`src/rtl/busmux_pkg.sv`:
```
// busmux_pkg: shared types and word-select codes for the cartridge address bus sender.
package busmux_pkg;

  // Per-channel request state
  typedef enum logic [1:0] {
    IDLE = 2'd0,
    REQ  = 2'd1,
    GAP  = 2'd2
  } chan_state_t;

  // j word select codes (any js with bit 1 set reads as zero)
  localparam logic [1:0] JS_LO = 2'b00;
  localparam logic [1:0] JS_HI = 2'b01;

  // f word select code carrying the audio-sample address
  localparam logic [1:0] FS_AS = 2'b11;

endpackage

```
`src/rtl/busmux_chan.sv`:
```
// busmux_chan: one address request channel (IDLE/REQ/GAP) with a frozen active
// register, a one-deep pending register and a sticky overwrite flag.
// Optional feature: BUSMUX_TIMEOUT_EN adds a per-request cycle counter that
// abandons a request after TIMEOUT cycles without ack and sets a sticky flag.
module busmux_chan
  import busmux_pkg::*;
#(
  parameter int unsigned W       = 19,
  parameter int unsigned TIMEOUT = 64
) (
  input  logic         i_clk,
  input  logic         i_rst,
  input  logic [W-1:0] i_data,
  input  logic         i_vld,
  input  logic         i_ack,
  output logic         o_req,
  output logic [W-1:0] o_active,
  output logic         o_ovf,
  output logic         o_timeout
);

  chan_state_t  r_state;
  logic [W-1:0] r_active;
  logic [W-1:0] r_pend;
  logic         r_pend_vld;
  logic         r_req;
  logic         r_ovf;
  logic         w_expire;

`ifdef BUSMUX_TIMEOUT_EN
  localparam int unsigned CW = $clog2(TIMEOUT + 1);
  localparam logic [CW-1:0] LAST = CW'(TIMEOUT - 1);

  logic [CW-1:0] r_cnt;
  logic          r_timeout;

  // Final REQ cycle of the allowed window; an ack in this same cycle still wins
  assign w_expire = (r_state == REQ) && (r_cnt == LAST);

  // Count REQ cycles; held at zero outside REQ so every request starts fresh
  always_ff @(posedge i_clk) begin
    if (i_rst) begin
      r_cnt     <= '0;
      r_timeout <= 1'b0;
    end else if (r_state == REQ) begin
      r_cnt <= r_cnt + 1'b1;
      if (w_expire && !i_ack) r_timeout <= 1'b1;
    end else begin
      r_cnt <= '0;
    end
  end

  assign o_timeout = r_timeout;
`else
  assign w_expire = 1'b0;

  // TIMEOUT has no effect in this build
  logic w_unused_timeout;
  assign w_unused_timeout = (TIMEOUT == 0);
  assign o_timeout        = 1'b0;
`endif

  // Request state machine: capture, hold during REQ, one-cycle low gap after ack
  always_ff @(posedge i_clk) begin
    if (i_rst) begin
      r_state    <= IDLE;
      r_req      <= 1'b0;
      r_active   <= '0;
      r_pend     <= '0;
      r_pend_vld <= 1'b0;
      r_ovf      <= 1'b0;
    end else begin
      case (r_state)
        IDLE: begin
          if (i_vld) begin
            r_active <= i_data;
            r_req    <= 1'b1;
            r_state  <= REQ;
          end
        end
        REQ: begin
          // Active stays frozen; new addresses land in pending, overwriting if full
          if (i_vld) begin
            r_pend     <= i_data;
            r_pend_vld <= 1'b1;
            if (r_pend_vld) r_ovf <= 1'b1;
          end
          if (i_ack || w_expire) begin
            r_req   <= 1'b0;
            r_state <= GAP;
          end
        end
        GAP: begin
          // A strobe arriving in the gap is newer than pending, so it takes priority
          r_pend_vld <= 1'b0;
          if (i_vld) begin
            r_active <= i_data;
            r_req    <= 1'b1;
            r_state  <= REQ;
          end else if (r_pend_vld) begin
            r_active <= r_pend;
            r_req    <= 1'b1;
            r_state  <= REQ;
          end else begin
            r_state <= IDLE;
          end
        end
        default: begin
          r_req   <= 1'b0;
          r_state <= IDLE;
        end
      endcase
    end
  end

  assign o_req    = r_req;
  assign o_active = r_active;
  assign o_ovf    = r_ovf;

endmodule

```
`src/rtl/busmux_tx.sv`:
```
// busmux_tx: console-side sender of the cartridge address bus. Two request
// channels (68k, audio sample) feed the j/f word muxes driven by the CPLD selects.
// Optional feature: BUSMUX_TIMEOUT_EN (request timeout, see busmux_chan).
module busmux_tx
  import busmux_pkg::*;
#(
  parameter int unsigned TIMEOUT = 64
) (
  input  logic        clk,
  input  logic        rst,
  input  logic [18:0] a68k_in,
  input  logic        a68k_vld,
  input  logic [16:0] as_in,
  input  logic        as_vld,
  input  logic [1:0]  js,
  output logic [15:0] j,
  input  logic [1:0]  fs,
  output logic [15:0] f,
  output logic        a68kreq,
  input  logic        a68kack,
  output logic        asreq,
  input  logic        asack,
  output logic        a68k_ovf,
  output logic        as_ovf,
  output logic        timeout
);

  logic [18:0] w_a68k_active;
  logic [16:0] w_as_active;
  logic        w_a68k_to;
  logic        w_as_to;

  busmux_chan #(
    .W       (19),
    .TIMEOUT (TIMEOUT)
  ) u_a68k (
    .i_clk     (clk),
    .i_rst     (rst),
    .i_data    (a68k_in),
    .i_vld     (a68k_vld),
    .i_ack     (a68kack),
    .o_req     (a68kreq),
    .o_active  (w_a68k_active),
    .o_ovf     (a68k_ovf),
    .o_timeout (w_a68k_to)
  );

  busmux_chan #(
    .W       (17),
    .TIMEOUT (TIMEOUT)
  ) u_as (
    .i_clk     (clk),
    .i_rst     (rst),
    .i_data    (as_in),
    .i_vld     (as_vld),
    .i_ack     (asack),
    .o_req     (asreq),
    .o_active  (w_as_active),
    .o_ovf     (as_ovf),
    .o_timeout (w_as_to)
  );

  // j word: low or high part of the active 68k address, not gated by request
  always_comb begin
    j = '0;
    case (js)
      JS_LO:   j = w_a68k_active[15:0];
      JS_HI:   j = {13'd0, w_a68k_active[18:16]};
      default: j = '0;
    endcase
  end

  // f word: audio address with bit 3 dropped (always 0, rebuilt by the receiver)
  always_comb begin
    f = '0;
    if (fs == FS_AS) f = {w_as_active[4], w_as_active[2:0], w_as_active[16:5]};
  end

  logic w_unused_as_bit3;
  assign w_unused_as_bit3 = w_as_active[3];

  assign timeout = w_a68k_to | w_as_to;

endmodule

```
`config.mk`:
```
export PLATFORM = sky130hd
export DESIGN_NAME = busmux_tx
export DESIGN_NICKNAME = d
export VERILOG_FILES = /design/src/rtl/busmux_pkg.sv /design/src/rtl/busmux_chan.sv /design/src/rtl/busmux_tx.sv
export SDC_FILE = /design/constraint.sdc
export NUM_CORES = 1
export LEC_CHECK = 0
export BUFFER_PORTS_ARGS = -buffer_cell sky130_fd_sc_hd__buf_2
export CAP_MARGIN = 40
export CORE_ASPECT_RATIO = 2
export CORE_MARGIN = 2
export CORE_UTILIZATION = 54
export DETAILED_ROUTE_END_ITERATION = 6
export GPL_TIMING_DRIVEN = 0
export PLACE_DENSITY = 0.85
export SLEW_MARGIN = 15
export SYNTH_ARGS = -nofsm -noshare
export SYNTH_HDL_FRONTEND = slang
export SYNTH_HIERARCHICAL = 1
export SYNTH_SLANG_ARGS = --single-unit
```
`constraint.sdc`:
```
create_clock -name clk -period 1.72 [get_ports clk]
set_input_delay 0.344 -clock clk [delete_from_list [all_inputs] [get_ports clk]]
set_output_delay 0.344 -clock clk [all_outputs]
set_load 0.02 [all_outputs]
```
==> results.toml, run 1 <==
[clock_tree]
insertion_delay_ns = 0.33
path_clk_slew_ns = 0.06
cts_buffers = 9
cts_tree = "built"
ctsResizeCount = 0
clock_path_buffers = 2
cts-root-buf = "clkbuf_16"
postCtsSetupBuffers = 0
ctsHoldBuffers = 0
cts_sinks = 80
h-tree-depth = 3

[sta]
hold_viol_final = 0
drv_slew = 0
fin_crit_sh_pct = 86.2
fin_setup_tns_ns = 0
setup_violations = 0
max_freq_mhz = 675
fin_ws_ns = 0.238
relSlewSlack_pct = 56.6
clock_skew_ns = 0.00499
rsz0062_at_grt = "no"
period_minus_slack_ns = 1.48
tightest_slew_ns = 0.651

[cells_and_area]
syn_to_final_growth_pct = 21.8
drive_gt1_share_pct = 35.1
fin_util_pct = 68.0
nFillCells = 568
stdcell_area_um2 = 4540
final_cell_mix = "buf_2, dfxtp_1, nand2_1, a21oi_1, nor2_1"
n_antenna_cell = 0
final_common_cell = "buf_2"
final_nets = 541

[setup_path]
cpMostUsedCell = "buf_2"
cp-end-kind = "output pin"
cp.arrival_ns = 1.14
crit_path_max_fanout = 10
worst_path_largest_cell_delay_ns = 0.28
r2r_start = "u_a68k/r_state[1]"
critPathSlowestCell = "clkbuf_1"
worst-r2r-cell-count = 4
path_cells = "buf_2, clkbuf_1, and3_2, buf_2"
critPathRequiredTime_ns = 1.38
critPathKind = "input pin to output pin"
cp-start-kind = "input pin"
r2r_end = "u_a68k/o_active[9]"
r2r_slack_ns = 0.29

[drt]
wl_per_cell_um = 13.8
drt-initial-drc-count = 128
via_per_inst = 5.40
vias = 3172
wl_um = 8120
first_pass_iters = 7
drc = 0
ant_nets = 0

[power_and_ir_drop]
vdd_drop_max_mv = 0.768
total_power_mw = 4.51
p_leak_nw = 2.19
powerDensity_nw_per_um2 = 993

[synthesis]
synth-warning-count = 6
synthCells = 405
syn_avg_cell_area_um2 = 9.20
synth.cell_area_um2 = 3730
synth.net_count = 451

[place]
place_hpwl_um = 6440
io_buffers = 79
place_congestion = 0.878
dpl_worst_slack_ns = 0.222
place_area_um2 = 4230

[global_route]
grt_max_degree = 13
grt.total_usage_pct = 22.3
globalRoute.totalOverflow = 0
grt_pass1_vias = 3072
grt_first_pass_wirelength_um = 13500
antenna_found_initial = 0

[floorplanning]
dieArea_um2 = 7620
num_rows = 42
die_w_um = 62.7
start_util_pct = 55.8
core-area_um2 = 6670
pin_count = 83
die-height_um = 121

[worst_hold_path]
min_from = "a68k_in[14]"
holdPathStages = 3
min_to = "u_a68k/r_pend[14]"
hp-class = "input pin to flop"

[outcome]
status = "completed"

[job]
max_cap_violations = 0
[state kept, by name (all words and copies together), names as in the netlist]
name	flops
u_a68k/o_active	19
u_a68k/r_pend	19
u_as/o_active	16
u_as/r_pend	16
u_a68k/r_state	2
u_as/r_state	2
u_a68k/o_ovf	1
u_a68k/o_req	1
u_a68k/r_pend_vld	1
u_as/o_ovf	1
u_as/o_req	1
u_as/r_pend_vld	1
[worst max-delay path by stage]
| stage | endpoint | slack, ns | cells after the start | from |
|---|---|---|---|---|
| after floorplan | u_a68k/o_active[10] | 0.47 | 5 | a68k_vld |
| after global placement | j[3] | 0.24 | 5 | js[1] |
| after detailed placement | f[14] | 0.22 | 4 | fs[1] |
| after CTS | f[14] | 0.22 | 4 | fs[1] |
| after global routing | f[8] | 0.08 | 4 | fs[1] |
| final | f[10] | 0.24 | 4 | fs[1] |
[worst max-delay path: cells and delay by family]
kind / cells / cell delay [ns]
buffers and inverters: 3 / 0.56
and+or+nand+nor: 1 / 0.23
[stage by stage]
stage	hold WS (ns)	std cells
3_5_place_dp	0.446	572
6_report	0.265	587
5_1_grt	0.264	587
2_1_floorplan	0.436	405
4_1_cts	0.256	587
3_3_place_gp	0.440	572
[per-layer routing]
metal  vias to the layer above  track usage, %  part of all wire (%)
li1                       1594               -                     -
met1                      1466            20.4                    35
met2                        92            45.0                    58
met3                        20            4.92                   4.3
met4                         0            10.3                   2.8
met5                         -               0                     0
[final cells by class]
cell class / instances / area (um^2) / share of cell area, %
sequential: 80 / 1600 / 35.3
buffer: 36 / 256 / 5.65
multi-input combinational: 285 / 1850 / 40.8
inverter: 4 / 15.0 / 0.331
clock buffer: 12 / 267 / 5.87
tap: 88 / 110 / 2.43
clock inverter: 3 / 40.0 / 0.882
timing repair buffer: 79 / 395 / 8.71
[report_power, final]
| part | switching [mW] | internal [mW] |
|---|---|---|
| clock network | 0.668 | 1.23 |
| logic | 0.332 | 0.253 |
| registers | 0.0576 | 1.97 |
| total | 1.06 | 3.45 |
No activity file was read; power rests on OpenSTA's default activity.
==> run 2: changes to the inputs <==
Clock period 1.72 ns to 1.4 ns, I/O delays scaled along.
==> run 2 against run 1 <==
  * Utilization up 1.1 points
  * Clock skew is essentially flat
  * Global-route usage is the same
  * Clock-buffer cell count did not move
  * Largest cell class unchanged
  * Non-clock buffer count up 4
  * Power grew 23%
==> results.toml, run 2 (synthesized netlist as in run 1, its figures left out) <==
[setup_path]
critPathRequiredTime_ns = 1.65
critPathSlowestCell = "dfxtp_1"
cp-end-kind = "flop"
cpMostUsedCell = "buf_4"
cp-start-kind = "flop"
worst_path_largest_cell_delay_ns = 0.29
r2r_end = "u_as/r_pend[0]"
r2r_slack_ns = 0.09
crit_path_max_fanout = 9
worst-r2r-cell-count = 6
path_cells = "buf_4, and3b_1, buf_2, buf_4, nand2_1, a21oi_1"
cp.arrival_ns = 1.57
critPathKind = "flop to flop"
r2r_start = "u_as/r_state[1]"

[sta]
hold_viol_final = 0
rsz0062_at_grt = "no"
fin_crit_sh_pct = 93.9
relSlewSlack_pct = 55.9
max_freq_mhz = 761
setup_violations = 0
period_minus_slack_ns = 1.31
drv_slew = 0
tightest_slew_ns = 0.661
clock_skew_ns = 0.00547

[drt]
vias = 3139
drc = 0
via_per_inst = 5.31
wl_met2_um = 4770
highest_layer = "met4"
ant_nets = 0
wl_per_cell_um = 13.9
wl_um = 8190
first_pass_iters = 6
wl_met1_um = 2860
drt-initial-drc-count = 104
wl_met3_um = 346

[worst_hold_path]
hp-class = "input pin to flop"
holdPathStages = 3
min_from = "a68k_in[14]"
min_to = "u_a68k/r_pend[14]"

[global_route]
grt_first_pass_wirelength_um = 13500
grt_pass1_vias = 3072
globalRoute.totalOverflow = 0
grt.total_usage_pct = 22.3
grt_max_degree = 13
antenna_found_initial = 0

[cells_and_area]
syn_to_final_growth_pct = 23.7
fin_util_pct = 69.1
final_common_cell = "buf_2"
final_cell_mix = "buf_2, dfxtp_1, nand2_1, a21oi_1, nor2_1"
final_nets = 545
drive_gt1_share_pct = 36.4
n_antenna_cell = 0

[power_and_ir_drop]
powerDensity_nw_per_um2 = 1200
total_power_mw = 5.56
p_seq_share_pct = 44.8
combPwrFrac_pct = 13.3
switching_power_mw = 1.31
p_leak_nw = 2.24
p_sw_share_pct = 23.5
internal_power_mw = 4.25
vdd_drop_max_mv = 0.940
pwr-share-clk_pct = 41.9

[clock_tree]
clock_path_buffers = 2
cts_buffers = 9
insertion_delay_ns = 0.33
h-tree-depth = 3
cts_tree = "built"
cts-root-buf = "clkbuf_16"
cts_sinks = 80
path_clk_slew_ns = 0.06

[floorplanning]
dieArea_um2 = 7620
die-height_um = 121
pin_count = 83
die_w_um = 62.7
num_rows = 42
core-area_um2 = 6670
start_util_pct = 55.8

[place]
place_hpwl_um = 6440
place_congestion = 0.878
io_buffers = 79

[outcome]
status = "completed"

[job]
max_cap_violations = 0
-- run 2: layout make-up --
cell class	instances	area, um^2
plain buffers	36	263
clock buffers	12	267
clock inverters	3	40.0
fillers	551	2060
inverters	4	15.0
multi-input cells	285	1890
flip-flops and latches	80	1600
well taps	88	110
repair buffers	83	425
-- run 2: worst max-delay path by stage --
stage                            startpoint                   to
final                       u_as/r_state[1]       u_as/r_pend[0]
after global routing        u_as/r_state[1]      u_as/r_pend[16]
after CTS                   u_as/r_state[0]     u_as/o_active[5]
after detailed placement  u_a68k/r_state[1]   u_a68k/o_active[9]
after global placement      u_as/r_state[1]     u_as/o_active[4]
after floorplan           u_a68k/r_state[1]  u_a68k/o_active[10]
-- run 2: metrics by stage --
stage / instance area, um^2 / instances / TNS, ns / hold WS (ns) / setup slack (ns)
3_3_place_gp: 4230 / 572 / 0 / 0.440 / 0.0207
5_1_grt: 4610 / 591 / 0 / 0.199 / 0.00180
2_1_floorplan: 3730 / 405 / 0 / 0.416 / 0.165
6_report: 4610 / 591 / 0 / 0.199 / 0.0852
4_1_cts: 4550 / 587 / 0 / 0.192 / 0.0000320
3_5_place_dp: 4230 / 572 / -0.201 / 0.446 / -0.0174
-- run 2: power groups by stage --
stage	logic, mW	clock network [mW]	registers [mW]
floorplan	0.504	0	2.52
global placement	0.696	0	2.53
detailed placement	0.719	0	2.54
CTS	0.726	2.38	2.49
global route	0.816	2.49	2.51
finish	0.738	2.33	2.49
-- run 2: critical path, delay by kind of cell, from the launching register on --
kind,cells,cell delay (ns)
buf+inv,3,0.56
flops,1,0.29
simple gates,2,0.26
compound gates,1,0.13
-- run 2: layer usage --
metal  track usage, %  vias to the layer above
li1                 -                     1602
met1             20.4                     1429
met3             4.92                       16
met5                0                        -
met2             45.0                       92
met4             10.3                        0
-- run 2: what timing repair did --
action | 4_1_cts | 5_1_grt
setup buffers | 0 | 4
resized for setup | 2 | 10
endpoints found under the hold margin | 0 | 0
cloned | 0 | 0
pin swaps | 0 | 1
setup endpoints to repair | 19 | 45
hold buffers | 0 | 0
